`config.mk`:
```
export PLATFORM = sky130hd
export DESIGN_NAME = riscv151_csr_unit
export DESIGN_NICKNAME = d
export VERILOG_FILES = /design/src/rtl/riscv151_csr_pkg.sv /design/src/rtl/riscv151_csr_unit_counter64.sv /design/src/rtl/riscv151_csr_unit.sv
export SDC_FILE = /design/constraint.sdc
export NUM_CORES = 1
export LEC_CHECK = 0
export ABC_AREA = 1
export ABC_CLOCK_PERIOD_IN_PS = 1400
export BUFFER_PORTS_ARGS = -buffer_cell sky130_fd_sc_hd__buf_2
export CAP_MARGIN = 20
export CORE_MARGIN = 10
export CORE_UTILIZATION = 55
export DETAILED_ROUTE_END_ITERATION = 8
export GPL_ROUTABILITY_DRIVEN = 0
export MAX_ROUTING_LAYER = met4
export PLACE_DENSITY = 0.85
export SLEW_MARGIN = 20
export SYNTH_ARGS = -nofsm -noshare
export SYNTH_HDL_FRONTEND = slang
export SYNTH_HIERARCHICAL = 1
export SYNTH_SLANG_ARGS = --single-unit
```
`constraint.sdc`:
```
create_clock -name clk -period 1.4 [get_ports clk]
set_input_delay 0.07 -clock clk [delete_from_list [all_inputs] [get_ports clk]]
set_output_delay 0.07 -clock clk [all_outputs]
set_load 0.02 [all_outputs]
```
`src/rtl/riscv151_csr_pkg.sv`:
```
// Shared CSR definitions for the Riscv151 CSR unit: addresses, op encodings,
// request bundle and the read-modify-write helper.
package riscv151_csr_pkg;

  localparam int CSR_W = 32;

  localparam logic [11:0] CSR_TOHOST   = 12'h51E;
  localparam logic [11:0] CSR_CYCLE    = 12'hC00;
  localparam logic [11:0] CSR_CYCLEH   = 12'hC80;
  localparam logic [11:0] CSR_INSTRET  = 12'hC02;
  localparam logic [11:0] CSR_INSTRETH = 12'hC82;

  typedef enum logic [1:0] {
    CSR_OP_NONE = 2'd0,
    CSR_OP_RW   = 2'd1,
    CSR_OP_RS   = 2'd2,
    CSR_OP_RC   = 2'd3
  } csr_op_e;

  typedef struct packed {
    logic             valid;
    csr_op_e          op;
    logic [11:0]      addr;
    logic [CSR_W-1:0] wdata;
    logic             src_zero;
  } csr_req_t;

  function automatic logic [CSR_W-1:0] csr_apply(input csr_op_e op,
                                                 input logic [CSR_W-1:0] old,
                                                 input logic [CSR_W-1:0] wdata);
    case (op)
      CSR_OP_RW: csr_apply = wdata;
      CSR_OP_RS: csr_apply = old | wdata;
      CSR_OP_RC: csr_apply = old & ~wdata;
      default:   csr_apply = old;
    endcase
  endfunction

endpackage

```
`src/rtl/riscv151_csr_unit_counter64.sv`:
```
// 64-bit free-running counter with enable; one adder so the carry into the
// high half lands in the same cycle as the low half wraps.
module csr_counter64
  import riscv151_csr_pkg::*;
(
  input  logic             clk,
  input  logic             rst_n,
  input  logic             en,
  output logic [CSR_W-1:0] lo,
  output logic [CSR_W-1:0] hi
);

  logic [63:0] cnt_q, cnt_d;

  always_comb begin
    cnt_d = cnt_q;
    if (en) cnt_d = cnt_q + 64'd1;
  end

  always_ff @(posedge clk or negedge rst_n) begin
    if (!rst_n) cnt_q <= '0;
    else        cnt_q <= cnt_d;
  end

  assign lo = cnt_q[31:0];
  assign hi = cnt_q[63:32];

endmodule

```
`src/rtl/riscv151_csr_unit.sv`:
```
// CSR unit: executes CSR ops from execute, holds tohost behind a one-entry
// pending stage, and keeps the cycle/instret counters.
module riscv151_csr_unit
  import riscv151_csr_pkg::*;
#(
  parameter logic [CSR_W-1:0] RESET_TOHOST = 32'h0000_0000,
  parameter logic [11:0]      TOHOST_ADDR  = CSR_TOHOST
) (
  input  logic             clk,
  input  logic             rst,
  input  logic             req_valid,
  input  logic [1:0]       req_op,
  input  logic [11:0]      req_addr,
  input  logic [CSR_W-1:0] req_wdata,
  input  logic             req_src_zero,
  input  logic             stall,
  input  logic             retire,
  output logic [CSR_W-1:0] rdata,
  output logic             illegal,
  output logic [CSR_W-1:0] csr
);

  csr_req_t         req;
  logic [CSR_W-1:0] cycle_lo, cycle_hi, instret_lo, instret_hi;
  logic [CSR_W-1:0] tohost_q, tohost_d, pend_data_q, pend_data_d, old_val;
  logic             pend_valid_q, pend_valid_d, done_q, done_d;
  logic             mapped, ro, wr_en, active, commit, capture, drain;

  assign req = '{valid: req_valid, op: csr_op_e'(req_op), addr: req_addr,
                 wdata: req_wdata, src_zero: req_src_zero};

  csr_counter64 u_cycle (
    .clk(clk), .rst_n(rst), .en(1'b1), .lo(cycle_lo), .hi(cycle_hi)
  );

  csr_counter64 u_instret (
    .clk(clk), .rst_n(rst), .en(retire), .lo(instret_lo), .hi(instret_hi)
  );

  always_comb begin
    mapped  = 1'b1;
    ro      = 1'b1;
    old_val = '0;
    case (req.addr)
      // In-flight tohost write is forwarded so back-to-back RMW sees it.
      TOHOST_ADDR: begin
        ro      = 1'b0;
        old_val = pend_valid_q ? pend_data_q : tohost_q;
      end
      CSR_CYCLE:    old_val = cycle_lo;
      CSR_CYCLEH:   old_val = cycle_hi;
      CSR_INSTRET:  old_val = instret_lo;
      CSR_INSTRETH: old_val = instret_hi;
      default:      mapped  = 1'b0;
    endcase
    wr_en   = (req.op == CSR_OP_RW) || !req.src_zero;
    active  = req.valid && (req.op != CSR_OP_NONE);
    illegal = active && (!mapped || (wr_en && ro));
    commit  = active && !stall && !illegal;
    capture = commit && wr_en && !ro && !done_q;
  end

  assign rdata = old_val;

  always_comb begin
    pend_valid_d = capture;
    pend_data_d  = pend_data_q;
    if (capture) pend_data_d = csr_apply(req.op, old_val, req.wdata);
    // Once done, the frozen pass/fail code must not be overwritten even by
    // a write that was already in flight.
    drain    = pend_valid_q && !done_q;
    tohost_d = drain ? pend_data_q : tohost_q;
    done_d   = done_q || (drain && pend_data_q[0]);
  end

  always_ff @(posedge clk or negedge rst) begin
    if (!rst) begin
      tohost_q     <= RESET_TOHOST;
      pend_data_q  <= '0;
      pend_valid_q <= 1'b0;
      done_q       <= 1'b0;
    end else begin
      tohost_q     <= tohost_d;
      pend_data_q  <= pend_data_d;
      pend_valid_q <= pend_valid_d;
      done_q       <= done_d;
    end
  end

  assign csr = tohost_q;

endmodule

```
==> implementation parameters, run 1 <==
Parameter                              Value

Placed design
  Port Buf Inserts    116
  Post-place setup slack    -0.378 ns
  Instance area after placement    16100 um^2
  Placed wire-length estimate    around 37 mm

Synth
  Complex-gate fraction of the synthesized area    8.48%
  Top FF cell, synth    dfrtp_1
  Distinct cell type count of the synthesized netlist    37
  Arithmetic-cell share of the synthesized area counting full adders, half adders and majority gates    0.196%
  Post-Syn Area    12700 um^2
  Post-synthesis share of cell area spent on and, or, nand and nor gates    between 30% and 40%
  Post-synthesis xor/xnor area fraction    around 6.3%
  Multiplexer area fraction after synthesis    0%
  Avg Cell Area, Syn    7.11 um^2
  Ys async rst share    100%
  Flip-flop and latch count after synthesis    194
  Gate count of the mapped netlist    ~1800
  Synthesis Warnings    6
  Register area share after synthesis    38.1%
  Combinational family with the most area after synthesis    simple AND/OR/NAND/NOR gates
  Number of enable flip-flop cells after synthesis    0

Clocking
  Sinks on the clock net    194
  Total clock buffers created by CTS    17
  Root buffer cell    clkbuf_16
  Number of H-tree branching levels    4
  Max Root-Sink Buffers    2

GRT
  Global-route wire length before repair    141 mm
  Total congestion overflow after global routing    8
  GRT Resource Usage Total    65.4%
  Pin count of the biggest net entering global routing    55
  Via count of the first global-routing pass    about 21000

Floorplan
  Number of placement rows    55
  Initial core utilization    56.1%
  Width of the die    172 um
  Count of pins on the block boundary    117
  Chip Height    about 170 um

Run status
  Fail Step    global routing
  Run status    aborted with a tool error
  Run-stopping error    [ERROR GRT-0116] Global routing finished with congestion. Check the congestion regions in the DRC Viewer.
metrics by stage:
step,util [%],std cells
global placement,70.7,2460
floorplan,-,1792
detailed placement,70.7,2460
CTS,83.1,2592
metal layers:
layer  overflow  global-route usage (%)
met1          2                    63.6
met2          3                    76.1
met3          0                    58.4
met4          3                    57.8
met5          -                       -
kinds of logic after synthesis:
logic type / count (synthesis)
buffers and inverters: 271
adders and majority gates: 2
other: 1
AOI/OAI and AO/OA: 193
DFF: 194
and+or+nand+nor: 1039
xor gates and xnor gates: 91
cell usage after synthesis (all sizes together) (17+ instances only):
cell type | number | area share [%]
buf | 44 | 2.3
o21ai | 128 | 5.0
clkbuf | 17 | 0.50
nor3 | 22 | 1.0
xnor2 | 40 | 2.7
a21oi | 64 | 3.4
dfrtp | 194 | 38
nor2 | 245 | 9.0
or2 | 23 | 1.1
nand2 | 434 | 13
nand3 | 241 | 9.7
inv | 209 | 6.2
nand4 | 49 | 2.4
xor2 | 51 | 3.5
repair_timing:
action,in CTS
cloned,6
setup endpoints to repair,207
hold endpoints to repair,226
hold buffers,33
buffers inserted,67
pin swaps,132
gates resized for setup,362
==> run 2: changes to the inputs <==
- ABC_CLOCK_PERIOD_IN_PS: 1400 -> 1800
- CORE_UTILIZATION: 55 -> 40
- MAX_ROUTING_LAYER: met4 -> not set
- PLACE_DENSITY: 0.85 -> not set
- PLACE_DENSITY_LB_ADDON: not set -> 0.15
- clock period: 1.4 -> 1.8 ns (I/O delays scaled with it)
==> run 2 against run 1 <==
  * The flow now finishes, with violations (setup timing)
  * Area after synthesis did not move
  * Synthesized cell count did not move
==> implementation parameters, run 2 <==
Parameter                              Value

Run status
  Run status    finished, violations left
  Violated checks    setup timing

STA
  Worst-case setup margin in the final layout    -0.175 ns
  Clock skew after layout    0.0129 ns
  RSZ-0062 raised after global routing    true
  Min Tclk post-route    just under 2 ns
  Share of the clock period used by the worst path after layout    110%
  Slew Limit Fails    0
  Sum of negative setup slack    -4.35 ns
  Achievable frequency    0.506 GHz
  Hold Violations, Final    0
  Final setup violation count    33

Layout
  Largest registers    u_cycle/cnt_q x64, u_instret/cnt_q x64
  P&R area growth vs syn    33.3%
  Leading cell type in the layout, fill and taps excluded    nand2_1
  Post-layout instance area    17000 um^2
  NumNets Final    2133
  Antenna diode instance count    0
  Share of post-route cells with drive strength above 1    28.8%
  Highest-count cells in the layout ignoring fill and taps    nand2_1, nand3_1, inv_1, nor2_1, dfrtp_1

GRT
  Global-route wire length before repair    about 76 mm
  GRT Resource Usage Total    between 20% and 30%
  Pin count of the biggest net entering global routing    61
  Initial antenna violation count    0
  Total congestion overflow after global routing    0
  Via count of the first global-routing pass    12862

Clocking
  Number of H-tree branching levels    4 (unchanged)
  Sinks on the clock net    194 (unchanged)
  Clock latency on the worst-skew pair    0.46 ns
  Total clock buffers created by CTS    17 (unchanged)
  Max Root-Sink Buffers    2 (unchanged)
  Root buffer cell    clkbuf_16
  Clk slew on worst S/H paths    0.08 ns
  Clock tree from TritonCTS    yes

Synth
  Multiplexer area fraction after synthesis    0% (unchanged)
  Avg Cell Area, Syn    7.11 um^2 (unchanged)
  Gate count of the mapped netlist    1791 (unchanged)
  Most common cell in the netlist    nand2_1
  Synthesis Warnings    6 (unchanged)
  Arithmetic-cell share of the synthesized area counting full adders, half adders and majority gates    0.196% (unchanged)
  Area fraction of the dominant cell type after synthesis    38.1% (unchanged)
  Largest cells by area after synthesis    dfrtp_1, nand2_1, nand3_1
  Post-synthesis share of cell area spent on and, or, nand and nor gates    38.0% (unchanged)
  Top FF cell, synth    dfrtp_1
  Flip-flop and latch count after synthesis    194 (unchanged)
  Cell type contributing the most total cell area after synthesis    dfrtp_1
  Register area share after synthesis    38.1% (unchanged)
  Post-Syn Area    12700 um^2 (unchanged)
  Synth cell count leaders    nand2_1, nand3_1, inv_1
  Distinct cell type count of the synthesized netlist    37 (unchanged)
  Number of enable flip-flop cells after synthesis    0 (unchanged)
  Ys async rst share    100% (unchanged)
  Complex-gate fraction of the synthesized area    8.48% (unchanged)
  Combinational family with the most area after synthesis    simple AND/OR/NAND/NOR gates
  Post-synthesis xor/xnor area fraction    6.26% (unchanged)

Setup path
  Cell-by-cell trace of the critical path    inv_4 > buf_12 > buf_16 > o21ai_2 > nand3_1 > nand2_1 > or2_1 > buf_6
  Sum of buffers and inverters on the critical path    4
  Reg-to-reg setup timing slack    -0.14 ns
  Largest fanout of any net on the critical path    6
  Worst reg2reg endpoint    pend_data_q[28]$_DFFE_PN0P_
  Origin of the critical flop-to-flop path    pend_valid_q$_DFF_PN0_
  CP Data Arrival Time    1.89 ns
  CP Class    reg -> out
  Slowest cell on the critical path    dfrtp_1
  Required time at the endpoint of the critical path    1.71 ns
  CP top delay family    buffers and inverters
  Startpoint types    flop
  Delay of the slowest cell on the worst path    approximately 0.42 ns
  Worst Reg-to-Reg Cells    14
  CP Capture Type    output port

Drt
  Avg Vias per Cell    5.43
  Detail Route Antenna Nets    0
  Violation count after the first detailed-route iteration    1453
  Met1 wire length    21.3 mm
  Met3 Routed Length    4.23 mm
  Max Used Layer    met4
  Pre-Repair DR Iteration Count    6
  Total wire length    50.8 mm
  Met2 layer wire length in the routed design    23.3 mm
  Detail-routed net length per standard cell    20.3 um
  DRC errors left    0
  Vias after detailed routing    13531

Hold path
  Kind of path behind the tightest hold check    in -> reg
  Sink of the worst hold path    u_instret/cnt_q[1]$_DFFE_PN0P_
  Hold Crit Start    retire
  Worst Hold Path Cells    4

Placed design
  Instance area after placement    14700 um^2 (-8.6%)
  Port Buf Inserts    116 (unchanged)
  Placed wire-length estimate    38.6 mm (+4.1%)

Flow run
  Count of max-cap constraint violations    0

Power and ir drop
  Internal power consumption    around 0.0072 W
  Switching power share of the total    27.3%
  Reg power frac    between 40% and 50%
  Power per cell area    585 nW/um^2
  Clock share of power    40.5%
  Leakage power    7.97 nW
  Comb power frac    a little under an eighth
  Switching power total    between 0.002 and 0.003 W
  VDD IR max    approximately 0.64 mV

Floorplan
  Count of pins on the block boundary    117 (unchanged)
  Width of the die    198 um (+15%)
  Floorplan die area    39400 um^2
  Number of placement rows    65 (+18%)
  Core region area    31500 um^2
  Chip Height    198 um (+15%)
  Initial core utilization    40.5% (-16 points)
==> run 2: cell counts after synthesis <==
Identical to the previous run, type by type.
==> run 2: worst max-delay path by stage <==
stage,cells after the start,start,endpoint,slack [ns]
detailed placement,7,u_instret/cnt_q[1]$_DFFE_PN0P_,u_instret/cnt_q[30]$_DFFE_PN0P_,-0.04
global route,9,pend_valid_q$_DFF_PN0_,rdata[30],-0.27
finish,8,pend_valid_q$_DFF_PN0_,rdata[30],-0.18
floorplan,10,u_instret/cnt_q[0]$_DFFE_PN0P_,u_instret/cnt_q[56]$_DFFE_PN0P_,0.31
global placement,7,u_instret/cnt_q[1]$_DFFE_PN0P_,u_instret/cnt_q[30]$_DFFE_PN0P_,-0.05
CTS,9,pend_valid_q$_DFF_PN0_,rdata[24],-0.18
==> run 2: layout make-up <==
type / instances / area, um^2
fill: 3043 / 14500
multi-input combinational: 1327 / 7370
sequential: 194 / 4890
timing repair buffer: 329 / 2840
inverter: 210 / 791
tap: 402 / 503
clock buffer: 21 / 440
clock inverter: 11 / 154
==> run 2: power by group through the flow <==
stage / logic [W] / clock network, W / registers [W]
after floorplan: 0.000480 / 0 / 0.00477
after global placement: 0.00107 / 0 / 0.00479
after detailed placement: 0.00107 / 0 / 0.00480
after CTS: 0.00114 / 0.00407 / 0.00471
after global routing: 0.00132 / 0.00424 / 0.00475
final: 0.00120 / 0.00402 / 0.00472
==> run 2: routing by layer <==
| metal | up-vias | track usage, % |
|---|---|---|
| li1 | 6331 | - |
| met1 | 6432 | 33.6 |
| met2 | 654 | 40.5 |
| met3 | 114 | 4.19 |
| met4 | 0 | 10.1 |
| met5 | - | 0 |
==> run 2: cell families (layout without fill, tap and decap cells) <==
| group | count (synthesis) | after routing |
|---|---|---|
| AO/OA/AOI/OAI | 193 | 193 |
| XOR/XNOR | 91 | 91 |
| adder cells (fa/ha/maj) | 2 | 2 |
| buffers and inverters | 271 | 571 |
| flip-flops | 194 | 194 |
| other | 1 | 2 |
| AND/OR/NAND/NOR | 1039 | 1039 |
==> run 2: timing repair <==
item	in CTS	in global routing
pin swaps	63	44
hold buffers	33	0
setup endpoints to repair	37	80
resized for setup	173	129
gates cloned	6	1
endpoints found under the hold margin	226	0
buffers inserted	32	17
==> run 2: worst register-to-register path: stages (launching register included) <==
cell and delay (ns):
dfrtp_1 0.41, inv_4 0.07, buf_12 0.15, buf_16 0.15
nand2_1 0.05, o21ai_1 0.06, nand3_1 0.07, nand2_1 0.07
buf_4 0.13, buf_4 0.12, buf_4 0.13, buf_4 0.12
buf_4 0.12, o21ai_2 0.12, a21oi_1 0.07
==> run 2: stage by stage <==
stage                     worst slack [ns]  total power [W]  utilization (%)  std cells  hold slack [ns]
final                               -0.175          0.00994             54.0       2494           0.0403
after global routing                -0.266           0.0103             54.0       2494           0.0575
after CTS                           -0.183          0.00992             52.3       2480           0.0124
after floorplan                      0.305          0.00525                -       1792           -0.206
after global placement             -0.0495          0.00586             46.6       2377           0.0397
after detailed placement           -0.0352          0.00587             46.6       2377           0.0405
(Power assumes the default switching activity.)
